File: src/rtl/usr_serial_ctrl_if.sv
// usr_serial_ctrl_if: word-in, bit-out and USR-side signals of the serial sequencer
interface usr_serial_ctrl_if #(parameter int WIDTH = 4);
  logic in_valid;
  logic in_ready;
  logic [WIDTH-1:0] in_data;
  logic [WIDTH-1:0] usr_parin;
  logic [WIDTH-1:0] usr_out;
  logic [1:0] usr_sel;
  logic ser_out;
  logic ser_valid;
  logic ser_ready;
  logic ser_last;
  modport master(output in_valid, in_data, usr_out, ser_ready,
                 input in_ready, usr_parin, usr_sel, ser_out, ser_valid, ser_last);
  modport slave(input in_valid, in_data, usr_out, ser_ready,
                output in_ready, usr_parin, usr_sel, ser_out, ser_valid, ser_last);
endinterface

File: src/rtl/usr_serial_ctrl.sv
// usr_serial_ctrl: sequences a universal shift register as a parallel-to-serial converter
module usr_serial_ctrl #(
  parameter int WIDTH = 4,
  parameter bit LSB_FIRST = 1'b1,
  parameter int IDLE_GAP = 0
) (
  input logic clk,
  input logic clr,
  input logic abort,
  output logic busy,
  usr_serial_ctrl_if.slave bus
);
  localparam int CW = WIDTH > 1 ? $clog2(WIDTH) : 1;
  localparam logic [1:0] SHIFT_SEL = LSB_FIRST ? 2'b01 : 2'b10;
  typedef enum logic [1:0] {IDLE, LOAD, SHIFT, GAP} state_t;
  state_t state, state_nx;
  logic [CW-1:0] bitcnt, bitcnt_nx;
  logic [3:0] gapcnt, gapcnt_nx;
  logic [WIDTH-1:0] parin;
  logic armed, in_ready, ser_valid, ser_last, last;
  logic [1:0] sel;
  // armed keeps in_ready low until the first edge after reset release
  always_ff @(posedge clk or negedge clr)
    if (!clr) begin
      state <= IDLE;
      bitcnt <= '0;
      gapcnt <= '0;
      parin <= '0;
      armed <= 1'b0;
    end else begin
      state <= state_nx;
      bitcnt <= bitcnt_nx;
      gapcnt <= gapcnt_nx;
      armed <= 1'b1;
      if (in_ready && bus.in_valid) parin <= bus.in_data;
    end
  always_comb begin
    state_nx = state;
    bitcnt_nx = bitcnt;
    gapcnt_nx = gapcnt;
    sel = 2'b00;
    in_ready = 1'b0;
    ser_valid = 1'b0;
    ser_last = 1'b0;
    last = bitcnt == CW'(WIDTH - 1);
    case (state)
      IDLE: begin
        in_ready = armed;
        state_nx = armed && bus.in_valid ? LOAD : IDLE;
      end
      LOAD: begin
        sel = 2'b11;
        state_nx = SHIFT;
        bitcnt_nx = '0;
      end
      SHIFT: begin
        ser_valid = 1'b1;
        ser_last = last;
        if (bus.ser_ready) begin
          sel = SHIFT_SEL;
          bitcnt_nx = last ? '0 : CW'(bitcnt + 1'b1);
          if (last && IDLE_GAP > 0) begin
            state_nx = GAP;
            gapcnt_nx = '0;
          end else if (last) begin
            in_ready = 1'b1;
            state_nx = bus.in_valid ? LOAD : IDLE;
          end
        end
      end
      GAP: begin
        gapcnt_nx = gapcnt == 4'(IDLE_GAP - 1) ? '0 : 4'(gapcnt + 1'b1);
        state_nx = gapcnt == 4'(IDLE_GAP - 1) ? IDLE : GAP;
      end
    endcase
    // abort drops the word in flight and wins over both handshakes
    if (abort) begin
      state_nx = IDLE;
      bitcnt_nx = '0;
      gapcnt_nx = '0;
      sel = 2'b00;
      in_ready = 1'b0;
      ser_valid = 1'b0;
      ser_last = 1'b0;
    end
  end
  assign busy = state != IDLE;
  assign bus.in_ready = in_ready;
  assign bus.usr_parin = parin;
  assign bus.usr_sel = sel;
  assign bus.ser_valid = ser_valid;
  assign bus.ser_last = ser_last;
  assign bus.ser_out = LSB_FIRST ? bus.usr_out[0] : bus.usr_out[WIDTH-1];
endmodule

File: src/flat_wrapper.sv
// flat-port wrapper written by rule: the top's interface ports become plain ports
module usr_serial_ctrl_flat 
#(
  parameter int WIDTH = 4,
  parameter bit LSB_FIRST = 1'b1,
  parameter int IDLE_GAP = 0
)
  (clk, clr, abort, busy, bus_in_valid, bus_in_data, bus_usr_out, bus_ser_ready, bus_in_ready, bus_usr_parin, bus_usr_sel, bus_ser_out, bus_ser_valid, bus_ser_last);
  usr_serial_ctrl_if #(.WIDTH(WIDTH)) bus_i ();
  input logic clk;
  input logic clr;
  input logic abort;
  output logic busy;
  input wire logic [$bits(bus_i.in_valid)-1:0] bus_in_valid;
  input wire logic [$bits(bus_i.in_data)-1:0] bus_in_data;
  input wire logic [$bits(bus_i.usr_out)-1:0] bus_usr_out;
  input wire logic [$bits(bus_i.ser_ready)-1:0] bus_ser_ready;
  output wire logic [$bits(bus_i.in_ready)-1:0] bus_in_ready;
  output wire logic [$bits(bus_i.usr_parin)-1:0] bus_usr_parin;
  output wire logic [$bits(bus_i.usr_sel)-1:0] bus_usr_sel;
  output wire logic [$bits(bus_i.ser_out)-1:0] bus_ser_out;
  output wire logic [$bits(bus_i.ser_valid)-1:0] bus_ser_valid;
  output wire logic [$bits(bus_i.ser_last)-1:0] bus_ser_last;
  assign bus_i.in_valid = bus_in_valid;
  assign bus_i.in_data = bus_in_data;
  assign bus_i.usr_out = bus_usr_out;
  assign bus_i.ser_ready = bus_ser_ready;
  assign bus_in_ready = bus_i.in_ready;
  assign bus_usr_parin = bus_i.usr_parin;
  assign bus_usr_sel = bus_i.usr_sel;
  assign bus_ser_out = bus_i.ser_out;
  assign bus_ser_valid = bus_i.ser_valid;
  assign bus_ser_last = bus_i.ser_last;
  usr_serial_ctrl #(.WIDTH(WIDTH), .LSB_FIRST(LSB_FIRST), .IDLE_GAP(IDLE_GAP)) u_core (.clk(clk), .clr(clr), .abort(abort), .busy(busy), .bus(bus_i));
endmodule
File: config.mk
export PLATFORM = sky130hd
export DESIGN_NAME = usr_serial_ctrl_flat
export DESIGN_NICKNAME = d
export VERILOG_FILES = /design/src/rtl/usr_serial_ctrl_if.sv /design/src/rtl/usr_serial_ctrl.sv /design/src/flat_wrapper.sv
export SDC_FILE = /design/constraint.sdc
export NUM_CORES = 1
export LEC_CHECK = 0
export ABC_AREA = 0
export CAP_MARGIN = 15
export CORE_AREA = 2 2 46 48
export CTS_BUF_LIST = sky130_fd_sc_hd__clkbuf_8
export CTS_CLUSTER_SIZE = 8
export DETAILED_ROUTE_END_ITERATION = 10
export DIE_AREA = 0 0 48 50
export PLACE_DENSITY = 0.78
export SYNTH_ARGS = -nofsm -noshare
export SYNTH_HDL_FRONTEND = slang
export SYNTH_SLANG_ARGS = --single-unit
File: constraint.sdc
create_clock -name clk -period 1.5 [get_ports clk]
set_input_delay 0.3 -clock clk [delete_from_list [all_inputs] [get_ports clk]]
set_output_delay 0.3 -clock clk [all_outputs]
set_load 0.005 [all_outputs]
# After elaboration in Yosys (flattened, before gate mapping)
# Index checks and enable logic that the tools add are counted.
# word_totals
reg_bits	13
inputBits	13
out_inout_bits	11
# op_classes
addsub	2
eq_ne	7
muxes	25
n_reduce_logical	8
# ops
op	count
two-way mux 2 bit	8
two-way mux 4 bit	3
two-way mux 1 bit	10
one-hot mux 2 bit (2 select lines)	2
one-hot mux 2 bit (4 select lines)	1
== test 2 bit (second input constant)	3
adder 4 x 1 -> 4 bit (second input constant)	1
== test 4 bit (second input constant)	1
AND reduction 2 bit	2
nonzero test 2 bit	2
inequality test 3 x 2 -> 1 bit (second input constant)	1
inequality test 3 bit (second input constant)	1
nonzero test 3 bit	1
adder 2 x 1 -> 2 bit (second input constant)	1
== test 2 x 1 -> 1 bit (second input constant)	1
logical AND 1 bit	2
zero test 2 bit	1
one-hot mux 1 bit (2 select lines)	1

# Longest topological paths before layout
# Gate-level depths: netlist of run 1.
# depth
depth_word	6
depth_mapped	6
ltp_nobuf	5

# Least setup slack after synthesis of run 1
# OpenSTA, ideal clock, no wires.
# synth_path
kind	reg2reg
startpoint	register u_core.state[0]
endpoint	register u_core.parin[2] (netlist: u_core.bus.usr_parin[2])
setup_ps	125
arrival_ps	1503
setup_slack_ps	-128
stages_incl_launch_ff	7
cell_sequence	dfrtp_1 > inv_1 > ha_1 > buf_4 > a32oi_2 > nor3b_4 > mux2_2
# synth_between
elab_chain_cells	4
word_cells_on_any_way	5
cone_classes	eq/ne (1); mux (2); reduce/logical (2)
# synth_lines
item	line	rtl
start, declared	usr_serial_ctrl.sv:16	state_t state, state_nx;
start signal, assigned	usr_serial_ctrl.sv:31	state <= state_nx;
== test 2 bit or zero test 2 bit (tied branches)	usr_serial_ctrl.sv:46	case (state)
one-hot mux 1 bit (2 select lines) *	usr_serial_ctrl.sv:46	
two-way mux 1 bit *	usr_serial_ctrl.sv:77	if (abort) begin
logical AND 1 bit *	usr_serial_ctrl.sv:35	if (in_ready && bus.in_valid) parin <= bus.in_data;
end signal, assigned	usr_serial_ctrl.sv:35	
end, declared	usr_serial_ctrl.sv:19	logic [WIDTH-1:0] parin;
# Mark *: on every way between the ends. The rest lies on a longest branch, timed or not.
# A chain may end at the register's enable or synchronous reset.

# Worst setup path in the final report of run 1
# layout_path
startpoint	register u_core.state[0]
endpoint	output port bus_usr_sel[0]
# layout_between
elab_chain_cells	3
word_cells_on_any_way	4
cone_classes	eq/ne (2); mux (2)
# layout_lines
item	line	rtl
== test 2 bit or == test 2 x 1 -> 1 bit (tied branches)	usr_serial_ctrl.sv:46	
one-hot mux 2 bit (2 select lines) *	usr_serial_ctrl.sv:46	
two-way mux 2 bit *	usr_serial_ctrl.sv:77	
end, declared	flat_wrapper.sv:20	output wire logic [$bits(bus_i.usr_sel)-1:0] bus_usr_sel;
# Marked as above.

==> results of run 1 <==
[final timing paths]
path                       slack (ns)                       to  cells past startpoint               startpoint
max                             -0.17           bus_usr_sel[0]                      6          u_core.state[0]
min                              0.36  u_core.bus.usr_parin[0]                      2                      clr
max reg2reg                     -0.17  u_core.bus.usr_parin[3]                      8          u_core.state[0]
min reg2reg                      0.51  u_core.bus.usr_parin[1]                      1  u_core.bus.usr_parin[1]
max in group asynchronous        0.98         u_core.gapcnt[3]                      2                      clr
min in group clk                 0.51  u_core.bus.usr_parin[1]                      1  u_core.bus.usr_parin[1]
[flip-flops by register name (all words and copies together), names as in the netlist]
| name | flops |
|---|---|
| u_core.state | 2 |
| u_core.bus.usr_parin | 4 |
| u_core.gapcnt | 4 |
| u_core.armed | 1 |
| u_core.bitcnt | 2 |
[cell families after synthesis]
| group | Yosys count | synth area share |
|---|---|---|
| AO/OA/AOI/OAI | 12 | 0.116 |
| other | 1 | 0.00483 |
| multiplexers | 7 | 0.0982 |
| XOR/XNOR | 1 | 0.0113 |
| AND/OR/NAND/NOR | 25 | 0.193 |
| buffers and inverters | 7 | 0.0451 |
| flip-flops | 13 | 0.419 |
| adder cells (fa/ha/maj) | 7 | 0.113 |
[power by group]
group / total [uW] / internal (uW) / switching [uW] / leakage [uW]
Clock: 305 / 181 / 125 / 0.0000269
Combinational: 497 / 319 / 177 / 0.000426
Sequential: 423 / 396 / 26.4 / 0.000170
[worst register-to-register path, cell delays in order (launching register included)]
cell,delay (ns)
dfrtp_1,0.39
inv_2,0.10
buf_12,0.11
ha_4,0.14
a32oi_4,0.06
buf_6,0.14
nor3b_4,0.17
buf_6,0.15
mux2_4,0.30
[layout make-up]
class                   instances  area (um2)
fillers                       145         552
well taps                      27        33.8
flip-flops and latches         13         325
clock inverters                 1        3.75
inverters                       3        11.3
repair buffers                 49         427
multi-input cells              53         508
clock buffers                   3        41.3
[routing by layer]
| metal | global-route usage | vias up | wire length [um] |
|---|---|---|---|
| met5 | 0 | - | 0 |
| met4 | 0.0856 | 0 | 78 |
| met3 | 0.0586 | 10 | 114 |
| met2 | 0.329 | 30 | 1120 |
| met1 | 0.208 | 357 | 839 |
| li1 | - | 354 | - |
[stage by stage]
stage	hold slack (ns)	TNS, ns	setup WS (ns)
after floorplan	0.00441	-0.445	-0.111
final	0.363	-1.69	-0.174
after global placement	0.490	-3.73	-0.431
after detailed placement	0.493	-3.99	-0.448
after CTS	0.367	-1.47	-0.175
after global routing	0.391	-2.44	-0.240
[cells in the final DEF (no fill, tap or decap), types with 2 or more instances in the layout]
master           Yosys  layout
or3_1                2       2
mux2_4               0       4
nand2_1              4       4
mux2i_1              2       2
buf_4                2      23
ha_4                 0       3
buf_2                0       5
clkdlybuf4s50_1      0      11
and2_4               0       2
nand3_1              3       3
inv_2                0       3
buf_6                0       8
dfrtp_1             13      13
a21oi_1              4       2
nor2_1               7       7
ha_1                 7       3
a21oi_2              0       2
clkbuf_8             0       3
[timing repair]
item,4_1_cts,5_1_grt
pin swaps,7,4
setup buffers,11,2
endpoints found under the setup margin,12,14
gates resized for setup,42,4
==> results.ini, run 1 <==
[timing]
rsz0062_at_grt = true
final_max_slew_viol_count = 0
hold_violations = 0
finalCriticalPeriod_ns = 1.67
fin_crit_sh = 1.12
fmax_ghz = 0.598
setup_viol = 13
fin_ws_ns = -0.174
clock_skew_ns = 0.00216

[drt]
drtIter0Drc = 21
drc = 0
ant_nets = 0
routed_via_density = 5.04
drt-total-wl_um = 2150
drtPass1Iterations = 4
num_vias = 751
wl_per_cell_um = 14.4

[logic_synthesis]
synth_area_um2 = 777
synth_top_area_share = 0.419
yosysTopAreaCell = dfrtp_1
synth_enable_flop_cells = 0
synthCells = 73
synthArstFlopShare = 1.00
syn_nets = 93
synthTopCellsByCount = 13 x dfrtp_1, 7 x ha_1, 7 x nor2_1
ys_seq_area_frac = 0.419
synthMostInstantiatedCell = dfrtp_1
yosys_warnings = 0
yosys-top-cells-area = dfrtp_1 42%, ha_1 11%, mux2_2 4.3%, nor2_1 3.4%, mux2_1 2.9%
synth_cell_type_count = 32
synthFlopType = dfrtp_1
synth_area_per_cell_um2 = 10.6
synth-seq-cells = 13

[cts]
insertion_delay_ns = 0.24
hold_buffers = 0
clkTransAtPathRegs_ns = 0.06
cts_buffer_depth = 2
cts_num_sinks = 13
htreeDepth = 1
cts_buffers = 3
cts_tree = built
clockRootBuffer = clkbuf_8

[critical_path]
crit_fanout = 3
critPathMostFrequentCell = buf_4
cp-end-kind = output port
start_kind = flop
cp_slowest_cell = dfrtp_1
path_delay_family = buffers and inverters
cp_num_buf_inv = 3
cp_slowest_stage_delay_ns = 0.39
critical_path_arrival_ns = 1.37
crit_type = flop to output port
path_cells = buf_4 > buf_4 > ha_4 > a21oi_2 > nor3b_2 > buf_2
required_ns = 1.20

[pwr]
power.leakage_uw = 0.000622
irDropWorstVdd_uv = 852
power_uw = 1220
power.density_nw_per_um2 = 907

[global_route]
grt_max_degree = 14
grt_pass1_vias = 713
antenna_found_initial = 0
track_usage = 0.193
grt_pass1_wl_um = 3130
overflow = 0

[floorplanning]
core_area_um2 = 1900
pin_count = 24
die_y_um = 50
dieArea_um2 = 2400
dieWidth_um = 48
initial_utilization = 0.409
rows = 16

[run]
drv_cap = 0

[layout]
n_antenna_cell = 0
fin_cells = 149
area_growth_pct = 73.8
final_layout_size_suffix_gt1_frac = 0.500
stdcell_area_um2 = 1350
fin_nets = 143
final_util = 0.710

[place]
place_congestion = 0.806
portBuffers = 18
place_area_um2 = 1140
dp_hpwl_um = 1350
placedCellCount = 132

[outcome]
status = finished with violations
violations = negative setup slack

[min_path]
hp-class = input port to asynchronous set/reset pin

(Power assumes the default switching activity.)
==> inputs of run 2 (changes only) <==
--- a/config.mk
+++ b/config.mk
@@ -12,6 +12,7 @@
 export CTS_CLUSTER_SIZE = 8
 export DETAILED_ROUTE_END_ITERATION = 10
 export DIE_AREA = 0 0 48 50
+export GPL_TIMING_DRIVEN = 0
 export PLACE_DENSITY = 0.78
 export SYNTH_ARGS = -nofsm -noshare
 export SYNTH_HDL_FRONTEND = slang
==> results.ini, run 2 (same netlist as run 1, synthesis figures left out) <==
[cts]
cts_buffer_depth = 2  ; unchanged
htreeDepth = 1  ; unchanged
clockRootBuffer = clkbuf_8  ; unchanged
clkTransAtPathRegs_ns = 0.05  ; was 0.06 ns
cts_tree = built  ; unchanged
cts_buffers = 3  ; unchanged
hold_buffers = 0  ; unchanged
cts_num_sinks = 13  ; unchanged
insertion_delay_ns = 0.24  ; about the same

[pwr]
power.leakage_uw = 0.000574  ; was 0.000622 uW
power_uw = 1170  ; was 1220 uW
power.density_nw_per_um2 = 900  ; was 907 nW/um2
irDropWorstVdd_uv = 559  ; was 852 uV

[timing]
finalCriticalPeriod_ns = 1.71  ; was 1.67 ns
final_max_slew_viol_count = 0  ; unchanged
clock_skew_ns = 0.00167  ; was 0.00216 ns
maxSlewHeadroom = 0.605
fmax_ghz = 0.584  ; was 0.598 GHz
setup_viol = 9  ; was 13
hold_slack_ns = 0.436  ; was 0.363 ns
hold_violations = 0  ; unchanged
fin_crit_sh = 1.14  ; was 1.12
rsz0062_at_grt = true  ; unchanged
tightest_slew_ns = 0.591
fin_ws_ns = -0.212  ; was -0.174 ns

[global_route]
grt_max_degree = 14  ; unchanged
antenna_found_initial = 0  ; unchanged
overflow = 0  ; unchanged
grtUsageMet3 = 0.0842  ; was 0.0586
grt_pass1_wl_um = 3250  ; was 3130 um
gr-max-usage-layer = met2  ; unchanged
grtUsageMet2 = 0.300  ; was 0.329
grt_pass1_vias = 757  ; was 713
use_met1 = 0.209  ; was 0.208
track_usage = 0.194  ; was 0.193

[drt]
wl_per_cell_um = 14.6  ; was 14.4 um
num_vias = 729  ; was 751
drc = 0  ; unchanged
routed_via_density = 5.24  ; was 5.04
ant_nets = 0  ; unchanged
drtIter0Drc = 19  ; was 21
drtPass1Iterations = 5  ; was 4
drt-total-wl_um = 2040  ; was 2150 um

[critical_path]
cp_num_buf_inv = 3  ; unchanged
cp_slowest_cell = dfrtp_1  ; unchanged
path_delay_family = flip-flops  ; was buffers and inverters
critical_path_arrival_ns = 1.41  ; was 1.37 ns
cp_slowest_stage_delay_ns = 0.39  ; about the same
cp-end-kind = output port  ; unchanged
rrSetupSlack_ns = -0.20  ; was -0.17 ns
required_ns = 1.20  ; about the same
r2r-start = u_core.state[0]  ; unchanged
path_cells = inv_2 > ha_4 > nor2b_4 > buf_6 > and2_4 > buf_6  ; was buf_4 > buf_4 > ha_4 > a21oi_2 > nor3b_2 > buf_2
timing.rr.end = u_core.bus.usr_parin[2]  ; was u_core.bus.usr_parin[3]
crit_fanout = 5  ; was 3
crit_type = flop to output port  ; unchanged
critPathMostFrequentCell = buf_6  ; was buf_4
start_kind = flop  ; unchanged
reg2reg_depth = 6  ; was 8

[layout]
mostFrequentLayoutCells = 13 x buf_4, 12 x dfrtp_1, 11 x clkdlybuf4s50_1  ; was 23 x buf_4, 13 x dfrtp_1, 11 x clkdlybuf4s50_1
fin_nets = 133  ; was 143
n_fill_cell = 134  ; was 145
final_layout_size_suffix_gt1_frac = 0.429  ; was 0.500
stdcell_area_um2 = 1310  ; was 1350 um2
n_antenna_cell = 0  ; unchanged
final_common_cell = buf_4  ; unchanged
fin_cells = 139  ; was 149
area_growth_pct = 68.0  ; was 73.8%

[floorplanning]
pin_count = 24  ; unchanged
die_y_um = 50  ; unchanged
dieArea_um2 = 2400  ; unchanged
rows = 16  ; unchanged
initial_utilization = 0.409  ; unchanged
dieWidth_um = 48  ; unchanged
core_area_um2 = 1900  ; unchanged

[place]
placedCellCount = 119  ; was 132
portBuffers = 19  ; was 18
place_congestion = 0.879  ; was 0.806
place_area_um2 = 1040  ; was 1140 um2
dp_hpwl_um = 1240  ; was 1350 um

[min_path]
hp-class = input port to asynchronous set/reset pin  ; unchanged

[run]
drv_cap = 0  ; unchanged

[outcome]
violations = negative setup slack  ; unchanged
status = finished with violations  ; unchanged

run 2: what timing repair did:
item / CTS / global route
endpoints found under the setup margin: 12 / 13
buffers inserted: 16 / 2
endpoints found under the hold margin: 0 / 0
gates cloned: 0 / 0
gates resized for setup: 44 / 9
pin swaps: 9 / 6
run 2: cell type report:
| class | count | area (um2) | area share |
|---|---|---|---|
| Multi-Input combinational cell | 53 | 538 | 0.412 |
| Inverter | 3 | 13.8 | 0.0105 |
| Clock inverter | 1 | 3.75 | 0.00288 |
| Tap cell | 27 | 33.8 | 0.0259 |
| Buffer | 3 | 26.3 | 0.0201 |
| Sequential cell | 13 | 327 | 0.250 |
| Timing Repair Buffer | 36 | 322 | 0.246 |
| Clock buffer | 3 | 41.3 | 0.0316 |
run 2: power by group:
group | switching, uW | leakage (uW) | internal [uW] | total [uW]
clock | 117 | 0.0000269 | 180 | 297
combinational | 168 | 0.000379 | 281 | 449
sequential | 30.9 | 0.000168 | 397 | 428
run 2: routing by layer:
| metal | vias to the layer above | wire, um |
|---|---|---|
| met5 | - | 0 |
| met4 | 0 | 104 |
| met3 | 15 | 132 |
| met2 | 33 | 1010 |
| met1 | 347 | 789 |
| li1 | 334 | - |
run 2: per-stage QoR:
| stage | util | worst slack [ns] | TNS (ns) |
|---|---|---|---|
| 2_1_floorplan | - | -0.111 | -0.445 |
| 3_3_place_gp | 0.549 | -0.699 | -5.59 |
| 3_5_place_dp | 0.549 | -0.732 | -5.94 |
| 4_1_cts | 0.657 | -0.213 | -1.46 |
| 5_1_grt | 0.686 | -0.268 | -2.10 |
| 6_report | 0.686 | -0.212 | -1.53 |
run 2: worst max path at each step:
stage,slack [ns],startpoint,cells past startpoint,to
floorplan,-0.11,u_core.state[0],6,u_core.bus.usr_parin[0]
global placement,-0.70,abort,4,bus_usr_sel[0]
finish,-0.21,u_core.state[0],6,bus_ser_last
CTS,-0.21,u_core.state[0],6,u_core.bus.usr_parin[2]
global route,-0.27,u_core.state[1],6,bus_usr_sel[0]
detailed placement,-0.73,abort,4,bus_usr_sel[0]
